## src/rtl/pc_seq_pkg.sv

```systemverilog
// Shared definitions for the program-counter sequencer.
// Holds the sequencer state encoding, the phase counter width and the
// default values of every sequencer parameter so that the top, its
// phase timer and the bus interface all agree on them.
package pc_seq_pkg;

   typedef enum logic {
      RUN    = 1'b0,
      HALTED = 1'b1
   } seq_state_t;

   // Width of the phase output; MULTI_CYC is limited to 2..15 by it.
   localparam int PHASE_W          = 4;

   localparam int DEF_ADDR_W       = 5;
   localparam int DEF_FUNC_W       = 4;
   localparam int DEF_MULTI_THRESH = 2;
   localparam int DEF_MULTI_CYC    = 5;
   localparam int DEF_RESET_ADDR   = 0;
   localparam int DEF_WRAP_EN      = 1;

endpackage

```

## src/rtl/pc_sequencer_if.sv

```systemverilog
// Bus bundle between a controller and the program-counter sequencer.
// master modport (controller side):
//    drives  en, func, load, load_addr, halt_req
//    reads   address, phase, busy, step, wrapped, halted
// slave modport (sequencer side): the same signals, opposite directions.
interface pc_sequencer_if
   import pc_seq_pkg::*;
#(
   parameter int ADDR_W = DEF_ADDR_W,
   parameter int FUNC_W = DEF_FUNC_W
);
   logic               en;
   logic [FUNC_W-1:0]  func;
   logic               load;
   logic [ADDR_W-1:0]  load_addr;
   logic               halt_req;
   logic [ADDR_W-1:0]  address;
   logic [PHASE_W-1:0] phase;
   logic               busy;
   logic               step;
   logic               wrapped;
   logic               halted;

   modport master (
      output en, func, load, load_addr, halt_req,
      input  address, phase, busy, step, wrapped, halted
   );

   modport slave (
      input  en, func, load, load_addr, halt_req,
      output address, phase, busy, step, wrapped, halted
   );
endinterface

```

## src/rtl/pc_sequencer_cycle_timer.sv

```systemverilog
// Phase counter for multi-cycle instructions.
// Ports:
//    clk, rst  - falling-edge clock, asynchronous active-high reset
//    clear     - force count to 0 (wins over enable)
//    enable    - advance count; rolls from CYC-1 back to 0
//    count     - current phase
//    tc        - terminal count flag (count == CYC-1)
module cycle_timer
   import pc_seq_pkg::*;
#(
   parameter int CYC = DEF_MULTI_CYC
) (
   input  logic               clk,
   input  logic               rst,
   input  logic               clear,
   input  logic               enable,
   output logic [PHASE_W-1:0] count,
   output logic               tc
);
   localparam logic [PHASE_W-1:0] LAST = PHASE_W'(CYC - 1);

   logic [PHASE_W-1:0] count_reg;

   always_ff @(negedge clk or posedge rst) begin
      if (rst) begin
         count_reg <= '0;
      end else if (clear) begin
         count_reg <= '0;
      end else if (enable) begin
         count_reg <= (count_reg == LAST) ? '0 : count_reg + PHASE_W'(1);
      end
   end

   assign count = count_reg;
   assign tc    = (count_reg == LAST);
endmodule

```

## src/rtl/pc_sequencer.sv

```systemverilog
// Program-counter sequencer.
// Steps an instruction address on every falling clock edge. Single-cycle
// instructions (func < MULTI_THRESH) advance at once; multi-cycle ones hold
// the address for MULTI_CYC edges while phase counts. Supports stall (en),
// branch (load), halt (halt_req) and wrap/stop at the top address.
// Ports:
//    clk  - clock, state changes on its falling edge
//    rst  - asynchronous active-high reset
//    bus  - pc_sequencer_if.slave: en, func, load, load_addr, halt_req in;
//           address, phase, busy, step, wrapped, halted out
module pc_sequencer
   import pc_seq_pkg::*;
#(
   parameter int ADDR_W       = DEF_ADDR_W,
   parameter int FUNC_W       = DEF_FUNC_W,
   parameter int MULTI_THRESH = DEF_MULTI_THRESH,
   parameter int MULTI_CYC    = DEF_MULTI_CYC,
   parameter int RESET_ADDR   = DEF_RESET_ADDR,
   parameter int WRAP_EN      = DEF_WRAP_EN
) (
   input logic           clk,
   input logic           rst,
   pc_sequencer_if.slave bus
);
   localparam logic [ADDR_W-1:0] TOP_ADDR = '1;

   seq_state_t         state_reg;
   logic [ADDR_W-1:0]  address_reg;
   logic [FUNC_W-1:0]  func_lat_reg;
   logic               step_reg;
   logic               wrapped_reg;

   logic [PHASE_W-1:0] phase;
   logic               tc;
   logic               idle_phase;
   logic               multi_live;
   logic               multi_lat;
   logic               running;
   logic               advancing;
   logic               timer_clear;
   logic               timer_enable;

   assign idle_phase = (phase == '0);
   // Live opcode decides at phase 0; afterwards only the latched one counts.
   assign multi_live = (32'(bus.func) >= $unsigned(MULTI_THRESH));
   assign multi_lat  = (32'(func_lat_reg) >= $unsigned(MULTI_THRESH));

   // Normal sequencing only when nothing of higher priority is asserted.
   assign running = (state_reg == RUN) && !bus.load && !bus.halt_req && bus.en;

   assign timer_clear  = bus.load || ((state_reg == RUN) && bus.halt_req);
   assign timer_enable = running && (idle_phase ? multi_live : multi_lat);
   assign advancing    = running && (idle_phase ? !multi_live : (multi_lat && tc));

   cycle_timer #(
      .CYC (MULTI_CYC)
   ) u_timer (
      .clk    (clk),
      .rst    (rst),
      .clear  (timer_clear),
      .enable (timer_enable),
      .count  (phase),
      .tc     (tc)
   );

   always_ff @(negedge clk or posedge rst) begin
      if (rst) begin
         state_reg    <= RUN;
         address_reg  <= ADDR_W'(RESET_ADDR);
         func_lat_reg <= '0;
         step_reg     <= 1'b0;
         wrapped_reg  <= 1'b0;
      end else begin
         step_reg    <= 1'b0;
         wrapped_reg <= 1'b0;
         if (bus.load) begin
            // Branch aborts any instruction in flight and leaves HALTED.
            state_reg   <= RUN;
            address_reg <= bus.load_addr;
            step_reg    <= 1'b1;
         end else if (state_reg == RUN) begin
            if (bus.halt_req) begin
               state_reg <= HALTED;
            end else if (bus.en) begin
               if (idle_phase) begin
                  func_lat_reg <= bus.func;
               end
               if (advancing) begin
                  if (address_reg != TOP_ADDR) begin
                     address_reg <= address_reg + ADDR_W'(1);
                     step_reg    <= 1'b1;
                  end else if (WRAP_EN != 0) begin
                     address_reg <= '0;
                     step_reg    <= 1'b1;
                     wrapped_reg <= 1'b1;
                  end else begin
                     // No wrap: park on the top address.
                     state_reg <= HALTED;
                  end
               end
            end
         end
      end
   end

   assign bus.address = address_reg;
   assign bus.phase   = phase;
   assign bus.busy    = !idle_phase;
   assign bus.step    = step_reg;
   assign bus.wrapped = wrapped_reg;
   assign bus.halted  = (state_reg == HALTED);
endmodule

```

## src/flat_wrapper.sv

```systemverilog
// flat-port wrapper written by rule: the top's interface ports become plain ports
module pc_sequencer_flat import pc_seq_pkg::*;
#(
   parameter int ADDR_W       = DEF_ADDR_W,
   parameter int FUNC_W       = DEF_FUNC_W,
   parameter int MULTI_THRESH = DEF_MULTI_THRESH,
   parameter int MULTI_CYC    = DEF_MULTI_CYC,
   parameter int RESET_ADDR   = DEF_RESET_ADDR,
   parameter int WRAP_EN      = DEF_WRAP_EN
)
  (clk, rst, bus_en, bus_func, bus_load, bus_load_addr, bus_halt_req, bus_address, bus_phase, bus_busy, bus_step, bus_wrapped, bus_halted);
  pc_sequencer_if #(.ADDR_W(ADDR_W), .FUNC_W(FUNC_W)) bus_i ();
  input logic clk;
  input logic rst;
  input wire logic [$bits(bus_i.en)-1:0] bus_en;
  input wire logic [$bits(bus_i.func)-1:0] bus_func;
  input wire logic [$bits(bus_i.load)-1:0] bus_load;
  input wire logic [$bits(bus_i.load_addr)-1:0] bus_load_addr;
  input wire logic [$bits(bus_i.halt_req)-1:0] bus_halt_req;
  output wire logic [$bits(bus_i.address)-1:0] bus_address;
  output wire logic [$bits(bus_i.phase)-1:0] bus_phase;
  output wire logic [$bits(bus_i.busy)-1:0] bus_busy;
  output wire logic [$bits(bus_i.step)-1:0] bus_step;
  output wire logic [$bits(bus_i.wrapped)-1:0] bus_wrapped;
  output wire logic [$bits(bus_i.halted)-1:0] bus_halted;
  assign bus_i.en = bus_en;
  assign bus_i.func = bus_func;
  assign bus_i.load = bus_load;
  assign bus_i.load_addr = bus_load_addr;
  assign bus_i.halt_req = bus_halt_req;
  assign bus_address = bus_i.address;
  assign bus_phase = bus_i.phase;
  assign bus_busy = bus_i.busy;
  assign bus_step = bus_i.step;
  assign bus_wrapped = bus_i.wrapped;
  assign bus_halted = bus_i.halted;
  pc_sequencer #(.ADDR_W(ADDR_W), .FUNC_W(FUNC_W), .MULTI_THRESH(MULTI_THRESH), .MULTI_CYC(MULTI_CYC), .RESET_ADDR(RESET_ADDR), .WRAP_EN(WRAP_EN)) u_core (.clk(clk), .rst(rst), .bus(bus_i));
endmodule
```

## config.mk

```make
export PLATFORM = sky130hd
export DESIGN_NAME = pc_sequencer_flat
export DESIGN_NICKNAME = d
export VERILOG_FILES = /design/src/rtl/pc_seq_pkg.sv /design/src/rtl/pc_sequencer_if.sv /design/src/rtl/pc_sequencer_cycle_timer.sv /design/src/rtl/pc_sequencer.sv /design/src/flat_wrapper.sv
export SDC_FILE = /design/constraint.sdc
export NUM_CORES = 1
export LEC_CHECK = 0
export CAP_MARGIN = 20
export CORE_MARGIN = 3
export CORE_UTILIZATION = 35
export CTS_CLUSTER_SIZE = 40
export DETAILED_ROUTE_END_ITERATION = 6
export MAX_ROUTING_LAYER = met4
export PLACE_DENSITY = 0.59
export SLEW_MARGIN = 10
export SYNTH_ARGS = -nofsm -noshare
export SYNTH_HDL_FRONTEND = slang
export SYNTH_SLANG_ARGS = --single-unit
```

## constraint.sdc

```tcl
create_clock -name clk -period 2.7 [get_ports clk]
set_clock_uncertainty 0.05 [all_clocks]
set_input_delay 0.675 -clock clk [delete_from_list [all_inputs] [get_ports clk]]
set_output_delay 0.675 -clock clk [all_outputs]
set_load 0.02 [all_outputs]
```

# Word-level counts from Yosys, hierarchy flattened
# Index checks and enable logic that the tools add are counted.
dict set report totals {
  reg_bits 16
  in_bits 14
  output_inout_bits 13
  wordCells 60
}
dict set report op_classes {
  n_addsub 2
  n_lt_le_gt_ge 2
  n_eq_ne 4
  muxes 25
  bitwise 3
  n_reduce_logical 18
}
# op n
set ops {}
lappend ops {{two-way mux 5 bit} 6}
lappend ops {{two-way mux 1 bit} 16}
lappend ops {{two-way mux 4 bit} 3}
lappend ops {{greater-or-equal comparator 4 x 2 -> 1 bit, second input constant} 2}
lappend ops {{logical AND 1 bit} 7}
lappend ops {{nonzero test 2 bit} 3}
lappend ops {{adder 5 x 1 -> 5 bit, second input constant} 1}
lappend ops {{!= test 5 bit, second input constant} 1}
lappend ops {{AND reduction 5 bit} 1}
lappend ops {{adder 4 x 1 -> 4 bit, second input constant} 1}
lappend ops {{== test 4 x 3 -> 1 bit, second input constant} 1}
lappend ops {{logical NOT 1 bit} 4}
lappend ops {{logical NOT 4 bit} 1}
lappend ops {{!= test 2 bit, second input constant} 2}
lappend ops {{AND reduction 4 bit} 1}
lappend ops {{inverter 1 bit} 3}
lappend ops {{logical OR 1 bit} 1}

# Depth between registers and ports, before layout
dict set report logic_depth {
  depth_word 10
  ltp_mapped 7
  ltp_nobuf 6
}

# Modules after synthesis
# Synthesis repeated with hierarchy kept, for this count alone.
dict set report hier_totals {
  hier_cells 83
  area_unflattened_um2 885.8
}
# module n_inst cells_each area_each_um2 seq_area_each_um2
set by_module_without_submodules {}
lappend by_module_without_submodules {pc_sequencer 1 60 640.6 275.3}
lappend by_module_without_submodules {cycle_timer 1 23 245.2 100.1}

==> results.cfg <==
[outcome]
status = finished, violations left
violations = negative setup slack

[timing]
hold_viol = 0
report.final.slew_viol_count = 0
worst_slew_pin_slew_ns = 0.895
slew_headroom = 0.399
setup_violations = 27
fin_setup_tns_ns = -7.20
finalWorstSetupSlack_ns = -0.756
rsz0062_at_grt = true

[synthesis]
synthTopCellsByArea = dfrtn_1, ha_1, o21ai_0
ys_warn_count = 0
synth-main-ff-cell = dfrtn_1
syn_inst = 91
syn_nets = 109
yosys.cell_count.top_type = dfrtn_1
syn_area_sq_um = 858
seq_area_frac_synth = 0.437
yosys-top-cells-count = dfrtn_1, nor2_1, o21ai_0
netlist.area_leader.share = 0.437
synth.ff_latch_count = 15
syn_area_per_cell_sq_um = 9.43
yosysTopAreaCell = dfrtn_1
synth_edf_count = 0
synthArstFlopShare = 1.00
ys_types = 33

[route]
ant_nets = 0
wl_per_cell_um = 13.2
drcViolationCount = 0
first_iter_violations = 11
wl_mm = 2.37
vias_per_cell = 5.05
drtPass1Iterations = 4
dr_total_vias = 904

[floorplanning]
ios = 27
die_h_um = 55.5
rows = 17
dieArea_sq_um = 3080
core_sq_um = 2280
die_w_um = 55.5
floorplan.initialDensity = 0.377

[place]
place_ws_ns = -1.04
port_buffers = 25
dp_hpwl_mm = 1.65
gp_congestion = 0.750

[final_layout]
finish.utilization = 0.682
n_antenna_cell = 0
nNetsFinal = 170
syn_to_final_growth_pct = 80.8
final_layout_size_suffix_gt1_frac = 0.530
largest_reg_flops = 5

[clock_network]
clk_latency_ns = 0.28
cts_root_buf = clkbuf_4
cts_tree = done
clock_path_buffers = 2
cts.sinks = 15
path_clk_slew_ns = 0.06
cts_made_buffers = 3
htree_levels = 1

[global_route]
grt_pass1_vias = 941
overflow = 0
gr-usage-all-layers = 0.163
grt_max_degree = 16
antenna_found_initial = 0
grt_pass1_wl_mm = 3.98

[power]
ir_drop_uv = 339
finalPower_w = 0.000593
total_leakage_power_nw = 0.707
powerDensity_nw_per_um2 = 382

[worst_hold_path]
hold_class = reg -> reg

[critical_path]
cp.arrival_ns = 2.73
crit_required_ns = 1.98
start_kind = flip-flop
crit_fanout = 2
crit_type = reg -> out
crit_family = simple AND/OR/NAND/NOR gates
crit_path_max_incr_delay_ns = 0.38
crit_chain = inv_2 > ha_4 > or3b_4 > buf_6
cpMaxStageDelayCell = or3b_4
cp.buffers_inverters = 2
setup.worst_path.end_class = output pin

[run]
cap_violations = 0
## power by group
group          leakage (nW)  switching, W  internal, W  total [W]
combinational         0.506     0.0000907     0.000110   0.000201
sequential            0.186     0.0000131     0.000249   0.000262
clock                0.0150     0.0000722    0.0000574   0.000130
total                 0.707      0.000176     0.000417   0.000593
## cell type report
type	instances	area, sq um
Clock buffer	4	26.3
Tap cell	28	35.0
Sequential cell	15	375
Multi-Input combinational cell	66	532
Timing Repair Buffer	59	557
Inverter	7	26.3
Fill cell	185	724
## metal layers
layer / vias to the layer above / wire, um / global-route usage
met5: - / 0 / -
met4: 0 / 29 / 0.0694
met3: 5 / 74 / 0.0234
met2: 17 / 1240 / 0.274
met1: 425 / 1030 / 0.192
li1: 457 / - / -
## timing repair
item	in CTS	in global routing
setup buffers	6	4
endpoints found under the setup margin	27	27
gates cloned	0	1
pin swaps	13	8
hold buffers	0	0
resized for setup	122	5
## final timing paths
check	to	start	cells after the start	slack (ns)
hold / removal	u_core.func_lat_reg[1]	u_core.func_lat_reg[1]	1	0.41
min in group asynchronous	u_core.bus.halted	rst	3	1.88
setup / recovery	bus_busy	u_core.u_timer.count[0]	4	-0.76
setup reg to reg	u_core.func_lat_reg[1]	u_core.u_timer.count[0]	7	0.54
hold reg to reg	u_core.func_lat_reg[1]	u_core.func_lat_reg[1]	1	0.41
max in group asynchronous	u_core.bus.address[4]	rst	3	0.57
## through the flow
step | cells | hold slack [ns] | instance area [sq um]
floorplan | 91 | 0.391 | 903
global placement | 165 | 0.400 | 1360
detailed placement | 165 | 0.406 | 1360
CTS | 174 | 0.410 | 1490
global route | 179 | 0.430 | 1550
finish | 179 | 0.408 | 1550
## logic make-up (layout without fill, tap and decap cells)
| kind of cell | after synthesis | after routing | synth area share |
|---|---|---|---|
| flip-flops | 15 | 15 | 0.437 |
| AO/OA/AOI/OAI | 24 | 24 | 0.182 |
| AND/OR/NAND/NOR | 34 | 34 | 0.217 |
| adder cells (fa/ha/maj) | 4 | 4 | 0.0583 |
| multiplexers | 4 | 4 | 0.0510 |
| buffers and inverters | 10 | 70 | 0.0539 |
## placed cells by master, fill, tap and decap left out, drive strengths merged
cell type / instances
inv: 7
nor4: 1
a32oi: 1
a21o: 1
mux2i: 1
nand4b: 1
ha: 4
o22ai: 1
and3: 1
nand3b: 1
nand3: 3
o21ai: 8
nor2b: 1
nand2: 2
nor2: 10
dfrtn: 15
a21oi: 5
o2111ai: 1
or3: 2
nor3b: 1
a31oi: 4
or2: 2
clkdlybuf4s50: 6
mux2: 3
a311oi: 1
dlygate4sd2: 1
or4: 1
a31o: 1
o22a: 1
clkbuf: 4
nand4: 3
buf: 52
nor3: 3
or3b: 2
## worst reg2reg max path: stages, from the launching register on
cell and delay (ns):
dfrtn_1 0.36, inv_2 0.08, ha_4 0.13, or3b_4 0.38, buf_4 0.14, buf_4 0.16
or3_4 0.39, mux2_4 0.30
Power figures use the tool's default switching activity.
